<file path="src/rtl/inc_share_arb.sv">
// Round-robin arbiter sharing one W-bit "+1" incrementer among NREQ requesters.
// Optional macro INC_SAT_EN selects a saturating increment instead of wrapping.
//
// state | meaning
// IDLE  | arbitrate; grant the first req at or after ptr and latch its operand
// EXEC  | grant pulse visible; increment the latched operand
// DONE  | done pulse visible with result/ovf/done_id; return to IDLE next edge
module inc_share_arb #(
   parameter int NREQ = 4,
   parameter int W    = 2,
   parameter int IDW  = $clog2(NREQ)
) (
   input  logic              clk,
   input  logic              rst_n,
   input  logic [NREQ-1:0]   req,
   input  logic [NREQ*W-1:0] opnd,
   output logic [NREQ-1:0]   gnt,
   output logic              busy,
   output logic              done,
   output logic [IDW-1:0]    done_id,
   output logic [W-1:0]      result,
   output logic              ovf
);

   typedef enum logic [1:0] {
      IDLE = 2'd0,
      EXEC = 2'd1,
      DONE = 2'd2
   } state_t;

   state_t          state_q, state_d;
   logic [IDW-1:0]  ptr_q;
   logic [IDW-1:0]  id_q;
   logic [W-1:0]    op_q;

   logic            any_req;
   logic [IDW-1:0]  win;
   logic [IDW-1:0]  win_nxt;
   logic [NREQ-1:0] win_onehot;
   logic [W-1:0]    win_op;
   logic [W:0]      sum_w;

   assign any_req = |req;
   assign busy    = (state_q != IDLE);
   assign sum_w   = {1'b0, op_q} + (W+1)'(1);

   // Rotating priority scan starting at ptr, wrapping at NREQ.
   always_comb begin
      logic             found;
      logic [IDW:0]     idx_w;
      logic [IDW-1:0]   idx;
      found = 1'b0;
      win   = '0;
      idx_w = '0;
      idx   = '0;
      for (int k = 0; k < NREQ; k++) begin
         idx_w = {1'b0, ptr_q} + (IDW+1)'(k);
         if (idx_w >= (IDW+1)'(NREQ))
            idx_w = idx_w - (IDW+1)'(NREQ);
         idx = idx_w[IDW-1:0];
         if (!found && req[idx]) begin
            found = 1'b1;
            win   = idx;
         end
      end
   end

   always_comb begin
      logic [IDW:0] nxt_w;
      nxt_w = {1'b0, win} + (IDW+1)'(1);
      if (nxt_w >= (IDW+1)'(NREQ))
         nxt_w = '0;
      win_nxt = nxt_w[IDW-1:0];
   end

   always_comb begin
      win_onehot = '0;
      win_op     = '0;
      for (int i = 0; i < NREQ; i++) begin
         if (win == IDW'(i)) begin
            win_onehot[i] = 1'b1;
            win_op        = opnd[i*W +: W];
         end
      end
   end

   always_ff @(posedge clk or negedge rst_n) begin
      if (!rst_n)
         state_q <= IDLE;
      else
         state_q <= state_d;
   end

   always_comb begin
      state_d = state_q;
      case (state_q)
         IDLE:    if (any_req) state_d = EXEC;
         EXEC:    state_d = DONE;
         DONE:    state_d = IDLE;
         default: state_d = IDLE;
      endcase
   end

   always_ff @(posedge clk or negedge rst_n) begin
      if (!rst_n) begin
         ptr_q   <= '0;
         id_q    <= '0;
         op_q    <= '0;
         gnt     <= '0;
         done    <= 1'b0;
         done_id <= '0;
         result  <= '0;
         ovf     <= 1'b0;
      end else begin
         case (state_q)
            IDLE: begin
               if (any_req) begin
                  gnt   <= win_onehot;
                  op_q  <= win_op;
                  id_q  <= win;
                  ptr_q <= win_nxt;
               end
            end
            EXEC: begin
               gnt     <= '0;
               done    <= 1'b1;
               done_id <= id_q;
`ifdef INC_SAT_EN
               if (&op_q) begin
                  result <= '1;
                  ovf    <= 1'b1;
               end else begin
                  {ovf, result} <= sum_w;
               end
`else
               {ovf, result} <= sum_w;
`endif
            end
            DONE: begin
               done <= 1'b0;
            end
            default: begin
               gnt  <= '0;
               done <= 1'b0;
            end
         endcase
      end
   end

endmodule

</file>
<file path="config.mk">
export PLATFORM = sky130hd
export DESIGN_NAME = inc_share_arb
export DESIGN_NICKNAME = d
export VERILOG_FILES = /design/src/rtl/inc_share_arb.sv
export SDC_FILE = /design/constraint.sdc
export NUM_CORES = 1
export LEC_CHECK = 0
export BUFFER_PORTS_ARGS = -buffer_cell sky130_fd_sc_hd__buf_2
export CAP_MARGIN = 20
export CORE_ASPECT_RATIO = 1.4
export CORE_MARGIN = 4
export CORE_UTILIZATION = 45
export CTS_CLUSTER_SIZE = 30
export DETAILED_ROUTE_END_ITERATION = 7
export PLACE_DENSITY_LB_ADDON = 0.1
export SLEW_MARGIN = 30
export SYNTH_ARGS = -nofsm -noshare
export SYNTH_HDL_FRONTEND = slang
export SYNTH_SLANG_ARGS = --single-unit
</file>
<file path="constraint.sdc">
create_clock -name clk -period 3.3 [get_ports clk]
set_input_delay 0.33 -clock clk [delete_from_list [all_inputs] [get_ports clk]]
set_output_delay 0.33 -clock clk [all_outputs]
set_load 0.01 [all_outputs]
</file>
After elaboration in Yosys (flattened, before gate mapping). Cells that the tools add are included.

Flip-flop bits (word level): 18. Word-level logic and storage cells: 79.

Add/sub/neg operators: 9. $lt $le $gt $ge: 9. Eq/ne operators: 6. Muxes and demuxes: 33. Bitwise gates (word level): 1. Reductions and logical operators: 12.

Operator list (count): $mux W2 (14); $ge A3 B3 Y1 const B (4); $lt A2 B3 Y1 const B (4); $mux W1 (11); $add A2 B1 Y3 const B (3); $bmux W1 S2 (4); $pmux W4 S2 (1); $sub A2 B1 Y2 const B (4); $add A2 B2 Y3 const B (2); $eq A2 B2 Y1 const B (3); $eq A2 B1 Y1 const B (2); $logic_not A2 Y1 (2); $mux W4 (1); $pmux W2 S2 (1); $reduce_and A2 Y1 (2); $reduce_or A4 Y1 (1); $ge A2 B3 Y1 const B (1); $logic_and A1 B1 Y1 (3); $logic_not A1 Y1 (3); $ne A2 B2 Y1 const B (1); $pmux W1 S2 (1); $reduce_bool A2 Y1 (1); $not A1 Y1 (1).

Logic depth before layout (Yosys ltp). Gate-level depths: netlist of the first run.

Depth after elaboration: 19. Gate-level depth with buffers: 9. Gate-level depth less buffers: 9.

Worst setup path before layout of the first run. OpenSTA, ideal clock, no wires.

Path type: input to register. From: input port req[2]. To: register op_q[1]. Setup time: 0.124 ns. Arrival: 1.613 ns. Data required time: 3.176 ns. Setup slack: 1.563 ns. Cell stages on the path: 9. Buffers on the path: 0. Cell sequence: nor2b_1 nor3_1 a21oi_1 or2_2 ha_1 a21oi_1 o21ai_0 a22oi_1 a21oi_1.

Longest elaborated chain between the ends: 17. Elaborated cells on any way between the ends: 31.

Ends and longest elaborated chain: start: declaration (RTL line 15) `input logic [NREQ-1:0] req,`; $bmux W1 S2 (RTL line 61) `if (!found && req[idx]) begin`; $mux W1 (not written as such) (RTL line 61); $mux W1 (RTL line 61); $logic_not A1 Y1 (RTL line 61); $logic_and A1 B1 Y1 (RTL line 61); $mux W1 (RTL line 61); $logic_not A1 Y1 (RTL line 61); $logic_and A1 B1 Y1 (RTL line 61); $mux W1 (RTL line 61); $logic_not A1 Y1 (RTL line 61); $logic_and A1 B1 Y1 (RTL line 61); $mux W2 (RTL line 61); $logic_not A2 Y1 (RTL line 80) `if (win == IDW'(i)) begin`; $mux W2 (4 in a row) (RTL line 80); end signal: assignment (RTL line 119) `op_q <= win_op;`; end: declaration (RTL line 34) `logic [W-1:0] op_q;`.

Several ways; a longest one is shown, not always the timed one. The select of a mux whose other input is x is not followed. A chain may end at the register's enable or synchronous reset.

Final worst setup path of the first run.
From: register ptr_q[0]. To: register op_q[0].

Longest elaborated chain between the ends: 19. Elaborated cells on any way between the ends: 44.

Ends and longest elaborated chain: start: declaration (RTL line 32) `logic [IDW-1:0] ptr_q;`; start signal: assignment (RTL line 121) `ptr_q <= win_nxt;`; parallel branches: the longest is 13 deep, another holds $add A2 B1 Y3; $mux W2 (*) (RTL line 61); via win[1] (RTL line 37) `logic [IDW-1:0] win;`; $logic_not A2 Y1 (RTL line 80); $mux W2 (3 in a row) (RTL line 80); $mux W2 (*) (RTL line 80).

Mark *: on every way through the listed nets, which the timed path passes. The select of a mux whose other input is x is not followed.

==> metrics.txt, run 1 <==
endpoint class of the critical path=register; pin count of the biggest net entering global routing=19; area of the die=approximately 2700 sq um; deepest level of the CTS H-tree=1; share of the cycle needed by the critical path after routing=59.3%; unrepaired setup endpoints after global routing=false; synthesized net count=approximately 110; post-cts gate resize count=0; number of antenna violations at the first check in global routing=0; post-synthesis cell area=about 880 sq um; status=finished, final reports clean; static leakage=between 0.5 and 0.6 nW; delay of the slowest cell on the worst path=around 0.41 ns; critical setup path kind=reg2reg; drt first pass iters=4; count of antenna-violating nets left after detailed routing=0; GRT Residual Overflow=0; effective utilization at floorplan=around 49%; weighted congestion reported at the end of routability-driven placement=approximately 0.8; number of clock buffers inserted by TritonCTS=3; peak clock frequency supported by timing=roughly 510 MHz; worst setup slack after layout=around 1.3 ns; floorplan core area=between 1500 and 2000 sq um; largest clock skew in the final design=approximately 0.0012 ns; CP Cell Sequence=nor2b_1 > nor2_1 > a2bb2oi_1 > inv_1 > ha_1 > a21oi_1 > o21ai_0 > a22oi_1 > a21oi_1; total clock sinks=18; final hold vios=0; global-route total usage across every layer=roughly 15%; worst relative slew slack=63.0%; average wire per cell in the routed design=between 10 and 15 microns; pre-CTS setup slack=approximately 1.2 ns; remaining design rule violation count=0; max capacitance violation total=0; Layout area overhead=20.1%; final cell area excluding filler cells=1050 sq um; number of hold-repair buffers added at the cts stage=1; antenna diode count=0; number of port buffers=24; part of the Yosys area used for sequential elements=51.3%; floorplan die height=about 60 microns; routed wire length=around 1700 microns; die outline width=around 45 microns; insertion delay of the later-clocked pin in the worst-skew pair=0.29 ns; starting DRC count in detailed routing=13; final setup vio count=0; Post-Syn Instances=89; post-CTS setup buffers=0; WP data arrival=~2.1 ns; CTS tree=done; standard-cell row count=18; vias in the first global route=just under 700; flop-to-flop setup slack=1.34 ns; placed instance area=around 1000 sq um; average via count per standard cell=5.27; Mean Syn Cell Area=between 9 and 10 sq um; post-detailed-placement half-perimeter wirelength=between 1000 and 1500 microns; Pwr per Cell Area=about 900 nW/um^2; flop and latch count out of synthesis=18; Slew @ Worst Pin=between 0.5 and 0.6 ns; Setup TNS=0 ns; maximum count of clock buffers along a single path=2; number of nets at the end of the flow=about 140; worst hold slack=0.348 ns; Min-Delay Path Class=in2reg; Slowest cell on crit path=dfrtp_1; wire length of the first global-routing pass=approximately 3000 microns; required time at the worst-slack endpoint=~3.5 ns; worst ir drop on vdd=0.442 mV; number of distinct library cell variants in the gate-level netlist after synthesis=22; number of warnings issued by yosys=0; sort of element at the start of the critical path=register; maximum fanout count along the critical path=5; routed vias=about 700; overall power of the completed layout=~980 uW; number of max-slew violations in the final report=0; Clock Pin Slew Worst Setup and Hold Paths=around 0.10 ns; fin crit period=between 1.5 and 2 ns; number of primary I/O pins=25; clock root cell=clkbuf_4; most numerous cell on the critical path=a21oi_1; fraction of final layout cells sized beyond drive strength 1=~29%
through the flow:
| step | instances | util (%) |
|---|---|---|
| floorplan | 89 | - |
| global route | 136 | 58.5 |
| finish | 136 | 58.5 |
| detailed placement | 131 | 56.0 |
| CTS | 136 | 58.5 |
| global placement | 131 | 56.0 |
layer usage:
layer / global-route usage [%] / vias to the layer above / routed length, microns
li1: - / 353 / -
met1: 16.2 / 342 / 683
met2: 26.9 / 17 / 888
met3: 2.71 / 5 / 84
met4: 6.28 / 0 / 34
met5: 0 / - / 0
cell type report:
| cell class | instances | area (sq um) |
|---|---|---|
| fillers | 168 | 747 |
| flip-flops and latches | 18 | 450 |
| multi-input cells | 63 | 390 |
| repair buffers | 25 | 130 |
| clock buffers | 4 | 36.3 |
| well taps | 20 | 25.0 |
| inverters | 6 | 22.5 |
sequential cells by signal (all words and copies together) (netlist names):
register and flops:
gnt 4, done_id 2, ptr_q 2, ovf 1, state_q 2, done 1, result 2, id_q 2
op_q 2
synth_stat cells, drive strengths merged:
master,n,area (sq um)
dfrtp,18,450
nand2,15,56.3
nor2,11,43.8
a21oi,8,40.0
inv,6,22.5
ha,5,62.6
o21ai,5,25.0
a22o,4,35.0
nor2b,3,18.8
a22oi,2,15.0
mux2,2,22.5
or2,2,15.0
a2bb2oi,1,8.76
buf,1,11.3
clkbuf,1,3.75
nand2b,1,6.26
nor3,1,5.00
nor4,1,21.3
o22a,1,8.76
o22ai,1,6.26
worst max-delay path: cells and delay by family, from the launching register on:
family,cells,cell delay [ns]
flops,1,0.41
compound gates,5,0.82
buf+inv,1,0.11
fa+ha+maj,1,0.25
simple gates,2,0.22
final timing paths:
path / start / to / depth (start not counted)
setup / recovery: ptr_q[0] / op_q[0] / 9
hold / removal: opnd[7] / op_q[1] / 3
setup reg to reg: ptr_q[0] / op_q[0] / 9
hold reg to reg: ovf / ovf / 2
max in group asynchronous: rst_n / ovf / 2
min in group asynchronous: rst_n / done_id[1] / 2
placed cells by master (no fill, tap or decap):
cell / instances
a22o_1: 4
nor2b_1: 3
or2_2: 1
ha_1: 5
buf_2: 24
dlygate4sd3_1: 1
clkbuf_8: 1
nor2_1: 10
nand2_1: 15
a22oi_1: 2
a2bb2oi_1: 1
nor4_4: 1
inv_1: 6
nor3_1: 1
a21oi_1: 8
clkbuf_4: 3
o22ai_1: 1
or2_4: 1
nor2_2: 1
dfrtp_1: 18
mux2_2: 2
nand2b_1: 1
o22a_1: 1
o21ai_0: 5
power breakdown:
| part | internal (mW) | switching, mW |
|---|---|---|
| logic | 0.201 | 0.251 |
| registers | 0.326 | 0.0619 |
| clock network | 0.0673 | 0.0685 |
| total | 0.594 | 0.382 |
cells by family after synthesis:
group | Yosys count | share of synthesized area (%)
adders and majority gates | 5 | 7.12
and+or+nand+nor | 34 | 18.9
DFF | 18 | 51.3
AOI/OAI and AO/OA | 22 | 15.8
buffers and inverters | 8 | 4.27
muxes | 2 | 2.56
Note: power is estimated with default switching activity, not from simulation.
==> run 2: changes to the inputs <==
- ABC_AREA: not set -> 1
- clock period: 3.3 -> 1.95 ns (I/O delays scaled with it)
==> metrics.txt, run 2 <==
Mean Syn Cell Area=7.58 sq um; top cells by count, synth=nand2_1 (48), dfrtp_1 (18), nand3_1 (14); part of the Yosys area used for sequential elements=around two fifths; routed wire length=~2900 microns; simple-gate portion of the synthesized area=36.1%; share of flip-flops with an asynchronous set or reset after synthesis=100%; start point of the critical path=ptr_q[0]; worst relative slew slack=73.6%; wire length of the first global-routing pass=between 4000 and 5000 microns; Clock Pin Slew Worst Setup and Hold Paths=0.11 ns; die outline width=49.6 microns; filler-free cell count of the finished design=between 200 and 250; end of the worst register-to-register path=op_q[1]; sort of element at the start of the critical path=register; placed instance area=approximately 1300 sq um; multiplexer fraction of the synthesized cell area=0%; number of port buffers=24; termination of the worst setup path=op_q[1]; post-synthesis cell area=approximately 1100 sq um; Min-Delay Path Class=in2reg; average wire per cell in the routed design=14.1 microns; Slew @ Worst Pin=0.396 ns; flop and latch count out of synthesis=18; pin count of the biggest net entering global routing=19; number of primary I/O pins=25; synthesized net count=approximately 160; worst hold slack=~0.21 ns; number of filler cells placed in the layout=between 150 and 200; WP data arrival=about 2.3 ns; final hold vios=0; remaining design rule violation count=0; top register by number of flip-flops=gnt; number of max-slew violations in the final report=0; critical setup path kind=reg2reg; endpoint class of the critical path=register; failing checks=negative setup slack; most used flip-flop cell after synthesis=dfrtp_1; status=finished, violations left; drt first pass iters=4; cell taking the most area after synthesis=dfrtp_1; standard-cell row count=20; peak clock frequency supported by timing=about 470 MHz; EDFF count, synth=0; count of antenna-violating nets left after detailed routing=0; number of warnings issued by yosys=0; most common cell in the netlist=nand2_1; required time at the worst-slack endpoint=approximately 2.2 ns; most frequent cells in the layout=nand2_1 (38), buf_2 (24), nand2_2 (17); unrepaired setup endpoints after global routing=true; number of nets at the end of the flow=205; floorplan die height=66.3 microns; post-detailed-placement half-perimeter wirelength=around 2100 microns; share of the cycle needed by the critical path after routing=108%; compound-cell area share of the yosys netlist=under 10%; average via count per standard cell=~5.2; antenna diode count=0; number of distinct library cell variants in the gate-level netlist after synthesis=18; starting DRC count in detailed routing=18; R2R depth=14; worst setup slack after layout=-0.164 ns; GRT Residual Overflow=0; area of the die=~3300 sq um; final cell area excluding filler cells=between 1500 and 2000 sq um; routed vias=1080; fraction of final layout cells sized beyond drive strength 1=roughly 46%; most common library cell in the layout ignoring fill and taps=nand2_1; effective utilization at floorplan=48.4%; deepest level of the CTS H-tree=1; floorplan core area=approximately 2300 sq um; xor and xnor fraction of the mapped netlist area=0%; global-route total usage across every layer=a little under a fifth; insertion delay of the later-clocked pin in the worst-skew pair=about 0.29 ns; critical register-to-register path startpoint=ptr_q[0]; CTS tree=done; total clock sinks=18; maximum count of clock buffers along a single path=2; number of antenna violations at the first check in global routing=0; vias in the first global route=~1100; final setup vio count=2; Yosys top cell area share=approximately 41%; flop-to-flop setup slack=-0.16 ns; max capacitance violation total=0; main combinational cell family by area after synthesis=simple AND/OR/NAND/NOR gates; launch instance of the worst min-delay path=opnd[6]; largest cells by area after synthesis=dfrtp_1 (41%), nand2_1 (17%), nand3_1 (6.4%); Post-Syn Instances=144; maximum fanout count along the critical path=8; Largest register FFs=4; Layout area overhead=39.2%; Setup TNS=-0.285 ns; Adder-Cell Fraction of Synth Area=under 10%; largest clock skew in the final design=around 0.0087 ns; number of placed cells counting well taps=198; clock root cell=clkbuf_4; weighted congestion reported at the end of routability-driven placement=roughly 0.86; number of clock buffers inserted by TritonCTS=3; fin crit period=around 2.1 ns
## run 2: cell count changes after synthesis, sizes merged, moves of 3 or more
| cell | delta |
|---|---|
| nand2 | +45 |
| nand3 | +17 |
| inv | +11 |
| a22o | -4 |
| nor2 | -4 |
| nor2b | -3 |
| o211ai | +3 |
## run 2: metal layers
metal	wire length [microns]	global-route usage, %	up-vias
li1	-	-	543
met1	1030	18.0	503
met2	1710	37.3	28
met3	109	1.81	6
met4	61	8.65	0
met5	0	0	-
## run 2: worst min path at each step
stage	to	slack, ns	depth (start not counted)
2_1_floorplan	done	-0.10	0
3_5_place_dp	done	0.14	1
5_1_grt	op_q[0]	0.24	3
4_1_cts	op_q[0]	0.21	3
6_report	op_q[0]	0.21	3
3_3_place_gp	gnt[3]	0.14	1
## run 2: worst max-delay path, stage by stage (launching register included)
cell,delay (ns)
dfrtp_2,0.49
inv_4,0.12
nand2_1,0.09
nand3_2,0.11
nand2_4,0.07
inv_1,0.10
o211ai_1,0.16
nand2_4,0.16
inv_4,0.05
ha_4,0.17
inv_4,0.06
nand3_2,0.07
nand2_2,0.08
o211ai_1,0.10
a21oi_1,0.19
## run 2: area by class of cell
| type | count | area [sq um] | area share (%) |
|---|---|---|---|
| Multi-Input combinational cell | 107 | 684 | 45.1 |
| Tap cell | 22 | 27.5 | 1.81 |
| Clock buffer | 4 | 36.3 | 2.39 |
| Timing Repair Buffer | 38 | 235 | 15.5 |
| Inverter | 18 | 82.6 | 5.44 |
| Sequential cell | 18 | 453 | 29.8 |
## run 2: logic make-up (layout without fill, tap and decap cells)
family / after synthesis / count (layout)
AND/OR/NAND/NOR: 84 / 84
buffers and inverters: 19 / 60
AO/OA/AOI/OAI: 18 / 18
flip-flops: 18 / 18
adder cells (fa/ha/maj): 5 / 5
## run 2: timing repair
action	in CTS	in global routing
pin swaps	20	16
endpoints found under the hold margin	18	0
setup endpoints to repair	3	7
gates resized for setup	20	24
hold buffers	1	0
setup buffers	3	1
## run 2: stage by stage
| stage | worst slack, ns | util [%] |
|---|---|---|
| 4_1_cts | -0.0543 | 63.4 |
| 3_3_place_gp | -0.103 | 57.5 |
| 6_report | -0.164 | 67.4 |
| 5_1_grt | -0.330 | 67.4 |
| 3_5_place_dp | -0.178 | 57.5 |
| 2_1_floorplan | 0.146 | - |
Power of run 2 is left out: the tool's default activity adds up to more than one toggle a clock period on the data nets, which glitch-free logic cannot reach.
==> run 3: changes to the inputs <==
- CORE_ASPECT_RATIO: 1.4 -> 0.9
==> metrics.txt, run 3 (synthesis results as in run 2) <==
status=finished, violations left; failing checks=negative setup slack; standard-cell row count=16; maximum count of clock buffers along a single path=2; floorplan die height=~55 microns; Pwr per Cell Area=approximately 2200 nW/um^2; Largest register FFs=4; drt first pass iters=5; number of filler cells placed in the layout=between 150 and 200; count of antenna-violating nets left after detailed routing=0; wire length of the first global-routing pass=roughly 4500 microns; global-route total usage across every layer=about a fifth; largest clock skew in the final design=~0.0034 ns; unrepaired setup endpoints after global routing=true; critical setup path kind=reg2reg; die outline width=59.9 microns; peak clock frequency supported by timing=around 480 MHz; worst hold slack=approximately 0.20 ns; antenna diode count=0; required time at the worst-slack endpoint=2.14 ns; Slew @ Worst Pin=around 0.4 ns; number of port buffers=24; routed wire length=3080 microns; effective utilization at floorplan=about half; top register by number of flip-flops=gnt; area of the die=between 3000 and 4000 sq um; average wire per cell in the routed design=~14 microns; WP data arrival=roughly 2.3 ns; fraction of final layout cells sized beyond drive strength 1=between 40% and 50%; sort of element at the start of the critical path=register; endpoint class of the critical path=register; static leakage=between 0.8 and 0.9 nW; overall power of the completed layout=3.44 mW; number of max-slew violations in the final report=0; most common library cell in the layout ignoring fill and taps=nand2_1; number of nets at the end of the flow=211; vias in the first global route=~1100; maximum fanout count along the critical path=8; Clock Pin Slew Worst Setup and Hold Paths=around 0.11 ns; pin count of the biggest net entering global routing=19; CTS tree=done; final hold vios=0; share of the cycle needed by the critical path after routing=107%; weighted congestion reported at the end of routability-driven placement=about 0.79; Min-Delay Path Class=in2reg; post-detailed-placement half-perimeter wirelength=~2000 microns; final setup vio count=4; worst setup slack after layout=-0.136 ns; clock root cell=clkbuf_4; worst ir drop on vdd=1.51 mV; max capacitance violation total=0; remaining design rule violation count=0; average via count per standard cell=approximately 5.2; insertion delay of the later-clocked pin in the worst-skew pair=around 0.3 ns; number of clock buffers inserted by TritonCTS=3; number of primary I/O pins=25; GRT Residual Overflow=0; starting DRC count in detailed routing=32; routed vias=between 1000 and 1500; floorplan core area=2240 sq um; most frequent cells in the layout=nand2_1 (42), buf_2 (24), dfrtp_1 (17); total clock sinks=18; Layout area overhead=42.7%; fin crit period=~2.1 ns; worst relative slew slack=between 70 and 80%; deepest level of the CTS H-tree=1; number of antenna violations at the first check in global routing=0
[run 3: cell count changes in the layout (fill, tap and decap cells not counted), moves of 3 or more]
cell,delta
nand2_2,-7
buf_4,+5
nand2_1,+4
nand2_4,+3
[run 3: report_power, final]
part / internal [mW] / switching [mW] / leakage [nW]
Clock: 0.114 / 0.126 / 0.0210
Combinational: 1.07 / 1.45 / 0.600
Sequential: 0.546 / 0.130 / 0.224
Total: 1.73 / 1.71 / 0.845
[run 3: what timing repair did]
| item | in CTS | in global routing |
|---|---|---|
| hold buffers | 1 | 0 |
| buffers inserted | 7 | 5 |
| gates resized for setup | 23 | 17 |
| cloned | 0 | 0 |
| endpoints found under the hold margin | 18 | 0 |
| endpoints found under the setup margin | 7 | 7 |
| pin swaps | 13 | 15 |
[run 3: final timing paths]
check | to | slack (ns) | cells past startpoint | from
max | op_q[1] | -0.14 | 13 | ptr_q[0]
min | op_q[0] | 0.20 | 3 | opnd[6]
max reg2reg | op_q[1] | -0.14 | 13 | ptr_q[0]
min reg2reg | done_id[1] | 0.47 | 2 | done_id[1]
max in group asynchronous | ptr_q[0] | 1.29 | 2 | rst_n
min in group asynchronous | done_id[0] | 0.35 | 2 | rst_n
[run 3: per-stage QoR]
step                cells  cell area, sq um  setup WS, ns  util [%]  setup TNS [ns]
finish                218              1560        -0.136      69.4          -0.329
global route          218              1560        -0.228      69.4          -0.715
global placement      202              1290       -0.0844      57.7          -0.159
CTS                   214              1470       -0.0479      65.6         -0.0780
floorplan             144              1090         0.146         -               0
detailed placement    202              1290        -0.177      57.7          -0.432
[run 3: per-layer routing]
metal  track usage (%)  up-vias  part of all wire [%]
met4              6.27        0                  0.81
met2              32.2       41                    50
met5                 0        -                     0
met1              23.6      540                    44
li1                  -      555                     -
met3              3.54        2                   5.2
[run 3: layout make-up]
type / count / area, sq um / share of cell area, %
Sequential cell: 18 / 452 / 29.0
Timing Repair Buffer: 44 / 284 / 18.2
Tap cell: 27 / 33.8 / 2.17
Multi-Input combinational cell: 107 / 671 / 43.1
Inverter: 18 / 80.1 / 5.14
Clock buffer: 4 / 36.3 / 2.33
[run 3: worst max-delay path: stages (launching register included)]
cell      delay [ns]
dfrtp_2         0.50
inv_4           0.12
nand2_1         0.10
nand2_4         0.10
nand2_4         0.06
buf_4           0.13
o21a_1          0.20
nand3_2         0.10
nand2_4         0.08
ha_4            0.19
a21oi_2         0.14
nand2_1         0.07
o211ai_1        0.08
a21oi_1         0.08
